<file path="src/rtl/aes_pkg.sv">
// Shared constants, state encoding and byte helpers for the AES-128 key schedule engines.
package aes_pkg;

    localparam int AES_ROUNDS = 10;

    typedef enum logic [1:0] {
        IDLE,
        FWD,
        EMIT
    } state_e;

    function automatic logic [7:0] rcon(input logic [3:0] r);
        logic [7:0] c;
        case (r)
            4'd1:    c = 8'h01;
            4'd2:    c = 8'h02;
            4'd3:    c = 8'h04;
            4'd4:    c = 8'h08;
            4'd5:    c = 8'h10;
            4'd6:    c = 8'h20;
            4'd7:    c = 8'h40;
            4'd8:    c = 8'h80;
            4'd9:    c = 8'h1b;
            4'd10:   c = 8'h36;
            default: c = 8'h00;
        endcase
        return c;
    endfunction

    function automatic logic [31:0] rot8(input logic [31:0] x);
        return {x[23:0], x[31:24]};
    endfunction

endpackage

</file>
<file path="src/rtl/aes_key_step_bidir.sv">
// One AES-128 key-schedule step, forward (dir=1) or inverse (dir=0), around an external S-box.
module aes_key_step_bidir (
    input  logic [127:0] key,
    input  logic [3:0]   rnd,
    input  logic         dir,
    input  logic [31:0]  sbox_in,
    output logic [127:0] next_key,
    output logic [31:0]  sbox_out
);
    import aes_pkg::*;

    logic [31:0] w0, w1, w2, w3;
    logic [31:0] t;
    logic [31:0] n0, n1, n2, n3;

    assign {w0, w1, w2, w3} = key;

    always_comb begin
        t        = '0;
        n0       = '0;
        n1       = '0;
        n2       = '0;
        n3       = '0;
        sbox_out = '0;
        if (dir) begin
            sbox_out = w3;
            t        = rot8(sbox_in) ^ {rcon(rnd + 4'd1), 24'h0};
            n0       = w0 ^ t;
            n1       = w1 ^ n0;
            n2       = w2 ^ n1;
            n3       = w3 ^ n2;
        end else begin
            // Undo the word chain first; the previous w3 then feeds the S-box.
            n3       = w3 ^ w2;
            n2       = w2 ^ w1;
            n1       = w1 ^ w0;
            sbox_out = n3;
            t        = rot8(sbox_in) ^ {rcon(rnd), 24'h0};
            n0       = w0 ^ t;
        end
        next_key = {n0, n1, n2, n3};
    end

endmodule

</file>
<file path="src/rtl/aes_key_sched_inv.sv">
// AES-128 inverse key schedule: emits round keys 10 down to 0 over valid/ready,
// optionally deriving round 10 from the cipher key with a forward walk first.
module aes_key_sched_inv #(
    parameter int AES_ROUNDS = 10,
    parameter bit FWD_EN     = 1'b1
) (
    input  logic         clock,
    input  logic         reset,
    input  logic         start,
    input  logic [127:0] key_in,
    input  logic         key_is_last,
    output logic         busy,
    output logic         out_valid,
    input  logic         out_ready,
    output logic [127:0] out_key,
    output logic [3:0]   out_round,
    output logic         done,
    output logic [31:0]  sbox_out4,
    input  logic [31:0]  sbox_in4
);
    import aes_pkg::*;

    localparam logic [3:0] LAST_RND = 4'(AES_ROUNDS);

    state_e       state_q, state_d;
    logic [127:0] key_q, key_d;
    logic [3:0]   rnd_q, rnd_d;
    logic         out_valid_q, out_valid_d;
    logic         busy_q, busy_d;
    logic         done_q, done_d;

    logic [127:0] step_key;
    logic [31:0]  step_sbox;

    aes_key_step_bidir u_step (
        .key      (key_q),
        .rnd      (rnd_q),
        .dir      (state_q == FWD),
        .sbox_in  (sbox_in4),
        .next_key (step_key),
        .sbox_out (step_sbox)
    );

    always_comb begin
        state_d     = state_q;
        key_d       = key_q;
        rnd_d       = rnd_q;
        out_valid_d = out_valid_q;
        busy_d      = busy_q;
        done_d      = 1'b0;
        case (state_q)
            IDLE: begin
                if (start) begin
                    key_d  = key_in;
                    busy_d = 1'b1;
                    if (key_is_last || !FWD_EN) begin
                        rnd_d       = LAST_RND;
                        state_d     = EMIT;
                        out_valid_d = 1'b1;
                    end else begin
                        rnd_d   = '0;
                        state_d = FWD;
                    end
                end
            end
            FWD: begin
                key_d = step_key;
                rnd_d = rnd_q + 4'd1;
                if (rnd_q == LAST_RND - 4'd1) begin
                    state_d     = EMIT;
                    out_valid_d = 1'b1;
                end
            end
            EMIT: begin
                if (out_ready) begin
                    if (rnd_q != 4'd0) begin
                        key_d = step_key;
                        rnd_d = rnd_q - 4'd1;
                    end else begin
                        state_d     = IDLE;
                        out_valid_d = 1'b0;
                        busy_d      = 1'b0;
                        done_d      = 1'b1;
                    end
                end
            end
            default: begin
                state_d     = IDLE;
                out_valid_d = 1'b0;
                busy_d      = 1'b0;
            end
        endcase
    end

    always_ff @(posedge clock) begin
        if (reset) begin
            state_q     <= IDLE;
            key_q       <= '0;
            rnd_q       <= '0;
            out_valid_q <= 1'b0;
            busy_q      <= 1'b0;
            done_q      <= 1'b0;
        end else begin
            state_q     <= state_d;
            key_q       <= key_d;
            rnd_q       <= rnd_d;
            out_valid_q <= out_valid_d;
            busy_q      <= busy_d;
            done_q      <= done_d;
        end
    end

    assign busy      = busy_q;
    assign out_valid = out_valid_q;
    assign done      = done_q;
    assign out_key   = out_valid_q ? key_q : '0;
    assign out_round = out_valid_q ? rnd_q : '0;
    assign sbox_out4 = (state_q == IDLE) ? '0 : step_sbox;

endmodule

</file>
<file path="config.mk">
export PLATFORM = sky130hd
export DESIGN_NAME = aes_key_sched_inv
export DESIGN_NICKNAME = d
export VERILOG_FILES = /design/src/rtl/aes_pkg.sv /design/src/rtl/aes_key_step_bidir.sv /design/src/rtl/aes_key_sched_inv.sv
export SDC_FILE = /design/constraint.sdc
export NUM_CORES = 1
export LEC_CHECK = 0
export CELL_PAD_IN_SITES_DETAIL_PLACEMENT = 0
export CELL_PAD_IN_SITES_GLOBAL_PLACEMENT = 2
export CORE_MARGIN = 2
export CORE_UTILIZATION = 25
export CTS_CLUSTER_DIAMETER = 50
export CTS_CLUSTER_SIZE = 14
export DETAILED_ROUTE_END_ITERATION = 12
export PLACE_DENSITY = 0.77
export SLEW_MARGIN = 30
export SYNTH_ARGS = -nofsm -noshare
export SYNTH_HDL_FRONTEND = slang
export SYNTH_SLANG_ARGS = --single-unit
</file>
<file path="constraint.sdc">
create_clock -name clock -period 2.4 [get_ports clock]
set_input_delay 0.48 -clock clock [delete_from_list [all_inputs] [get_ports clock]]
set_output_delay 0.48 -clock clock [all_outputs]
set_load 0.05 [all_outputs]
</file>
==> impl_metrics.env <==
export IMPL_status="finished, violations left"
export IMPL_violations="setup timing"
export IMPL_synth_top_area_share_pct=23.9
export IMPL_die_w_um=224
export IMPL_num_vias=12900
export IMPL_insertion_delay_ps=460
export IMPL_syn_inst=1648
export IMPL_relSlewSlack_pct=49.9
export IMPL_power_density_nw_per_um2=1500
export IMPL_die_height_um=224
export IMPL_cp_max_fo=5
export IMPL_dp_hpwl_mm=37.8
export IMPL_port_buffers=331
export IMPL_grt_pass1_wl_mm=76.8
export IMPL_timing_hold_ws_ps=433
export IMPL_peakVddDrop_mv=1.24
export IMPL_synthFlopType="dfxtp_1"
export IMPL_arrival_ps=2790
export IMPL_leakage_nw=7.78
export IMPL_startpoint_type="flip-flop"
export IMPL_ant_nets=0
export IMPL_finalInstanceArea_sq_um=19700
export IMPL_antenna_found_initial=4
export IMPL_nNetsFinal=2202
export IMPL_seq_area_frac_synth_pct=23.9
export IMPL_syn_cell_area_sq_um=12200
export IMPL_drtPass1Iterations=5
export IMPL_synth_async_reset_ratio_pct=0
export IMPL_synth_most_common_cell="nand2_1"
export IMPL_fin_crit_ps=2460
export IMPL_place_area_sq_um=18200
export IMPL_clockBufferDepth=2
export IMPL_post_route_period_util_pct=103
export IMPL_grt_overflow_total=0
export IMPL_hp_class="primary input to flip-flop"
export IMPL_synthTopCellsByCount="234 x nand2_1, 146 x nor2_1, 145 x dfxtp_1"
export IMPL_area_growth_pct=62.2
export IMPL_finalPower_mw=29.6
export IMPL_crit_type="flip-flop to flip-flop"
export IMPL_clock_sinks=145
export IMPL_die_area_sq_um=50400
export IMPL_setup_viol=3
export IMPL_cts_buffers=17
export IMPL_fin_skew_ps=9.13
export IMPL_cp_end_kind="flip-flop"
export IMPL_maxCapViolations=0
export IMPL_viasPerCell=4.86
export IMPL_io_pins=332
export IMPL_path_cells="inv_4, buf_6, ha_4, nor2b_4, a211o_1, a31oi_4, o2111ai_4, a21oi_4, inv_2, ha_1, a2bb2oi_2, nor2_1"
export IMPL_core_area_sq_um=47800
export IMPL_cts_root_buffer="clkbuf_16"
export IMPL_drv_slew=0
export IMPL_routed_wl_mm=53.3
export IMPL_grt_max_degree=98
export IMPL_initial_core_util_pct=25.4
export IMPL_drive_above_1_share_pct=22.7
export IMPL_tightest_slew_ps=752
export IMPL_initialDrtViolationCount=795
export IMPL_finalHoldViolCount=0
export IMPL_synth_area_leaders="dfxtp_1 24%, xor2_1 9.9%, nand2_1 7.2%"
export IMPL_place_congestion=0.878
export IMPL_max_stage_delay_ps=360
export IMPL_synth_distinct_cells=69
export IMPL_setup_ws_ps=-61.8
export IMPL_synth_top_cell_by_area="dfxtp_1"
export IMPL_syn_nets=1828
export IMPL_globalRouteTotalUtil_pct=20.1
export IMPL_yosysWarnings=0
export IMPL_rsz0062_at_grt="true"
export IMPL_syn_avg_cell_area_sq_um=7.37
export IMPL_synth_edf_count=0
export IMPL_post_route_util_pct=41.2
export IMPL_hold_buffers=0
export IMPL_drc=0
export IMPL_fmax_mhz=406
export IMPL_cts_tree="yes"
export IMPL_cp_required_ps=2730
export IMPL_cts_clk_slew_worst_paths_ps=70
export IMPL_synth_seq_cells=145
export IMPL_fill_cells=4757
export IMPL_grt_pass1_vias=12000
export IMPL_crit_slowest_cell="dfxtp_4"
export IMPL_ctsHtreeMaxLevel=4
export IMPL_num_rows=80
export IMPL_wl_per_cell_um=20.1
[state kept, by name, summed over array words and instances (netlist names), named ones only]
| register | cells |
|---|---|
| key_q | 128 |
| out_valid | 1 |
| rnd_q | 4 |
| done | 1 |
| state_q | 2 |
| busy | 1 |
[worst max-delay path: cells and delay by family (launching register included)]
kind                     cells  cell delay [ps]
AO/OA/AOI/OAI                5             1200
adder cells (fa/ha/maj)      2              360
AND/OR/NAND/NOR              2              170
buffers and inverters        3              240
flip-flops                   1              360
[layout by cell type, fill, tap and decap left out, drive strengths merged, types with 5 or more instances in the layout]
master	count
a22oi	49
bufbuf	5
o211ai	14
a21o	28
ha	15
nor2	146
a211oi	37
a21oi	65
nor3	33
and3	12
nand3	21
nor2b	65
nand2b	10
and4	6
nand2	234
o2bb2ai	25
clkinvlp	6
a21boi	6
o21ai	67
clkdlybuf4s50	164
mux2i	42
buf	313
nand3b	6
o31ai	28
dfxtp	145
a31oi	13
inv	17
xnor2	98
nand4	5
diode	5
and2	134
xor2	137
clkbuf	24
[power breakdown]
part	internal [mW]	switching [mW]
Combinational	9.53	11.9
Sequential	3.49	1.72
Clock	1.79	1.24
Total	14.8	14.8
[repair_timing]
item,4_1_cts,5_1_grt
endpoints found under the setup margin,48,103
resized for setup,15,67
cloned,5,5
pin swaps,5,23
setup buffers,12,7
[metal layers]
layer,up-vias,wire [um],global-route usage (%)
met3,52,2440,2.53
met5,-,0,0
met2,386,23100,29.7
met4,0,1220,6.88
li1,6394,-,-
met1,6064,26600,29.8
[per-stage QoR]
stage               std cells  TNS (ps)  setup slack (ps)
floorplan                1648     -64.8             -32.4
global placement         2590    -12790              -318
detailed placement       2590    -17960              -369
CTS                      2638     -73.0             -30.4
global route             2654     -3060              -176
finish                   2655      -130             -61.8
[layout make-up]
type / instances / area (sq um) / share of cell area (%)
tap: 615 / 769 / 3.90
clock buffer: 19 / 453 / 2.30
sequential: 145 / 2910 / 14.8
antenna: 5 / 12.5 / 0.0635
timing repair buffer: 487 / 6100 / 30.9
multi-input combinational: 1355 / 9220 / 46.8
clock inverter: 13 / 184 / 0.933
inverter: 16 / 65.1 / 0.330
[final timing paths]
path / end / start / cells past startpoint / slack [ps]
worst max-delay path: flip-flop / state_q[1] / 12 / -60
worst min-delay path: rnd_q[1] / reset / 2 / 430
worst max register to register: flip-flop / state_q[1] / 12 / -60
worst min register to register: key_q[120] / key_q[120] / 2 / 500
[logic make-up after synthesis]
| logic type | synth area share [%] |
|---|---|
| AND/OR/NAND/NOR | 27.5 |
| AO/OA/AOI/OAI | 20.9 |
| XOR/XNOR | 17.3 |
| buffers and inverters | 5.15 |
| flip-flops | 23.9 |
| multiplexers | 3.65 |
| adder cells (fa/ha/maj) | 1.54 |
Power figures use the tool's default switching activity.
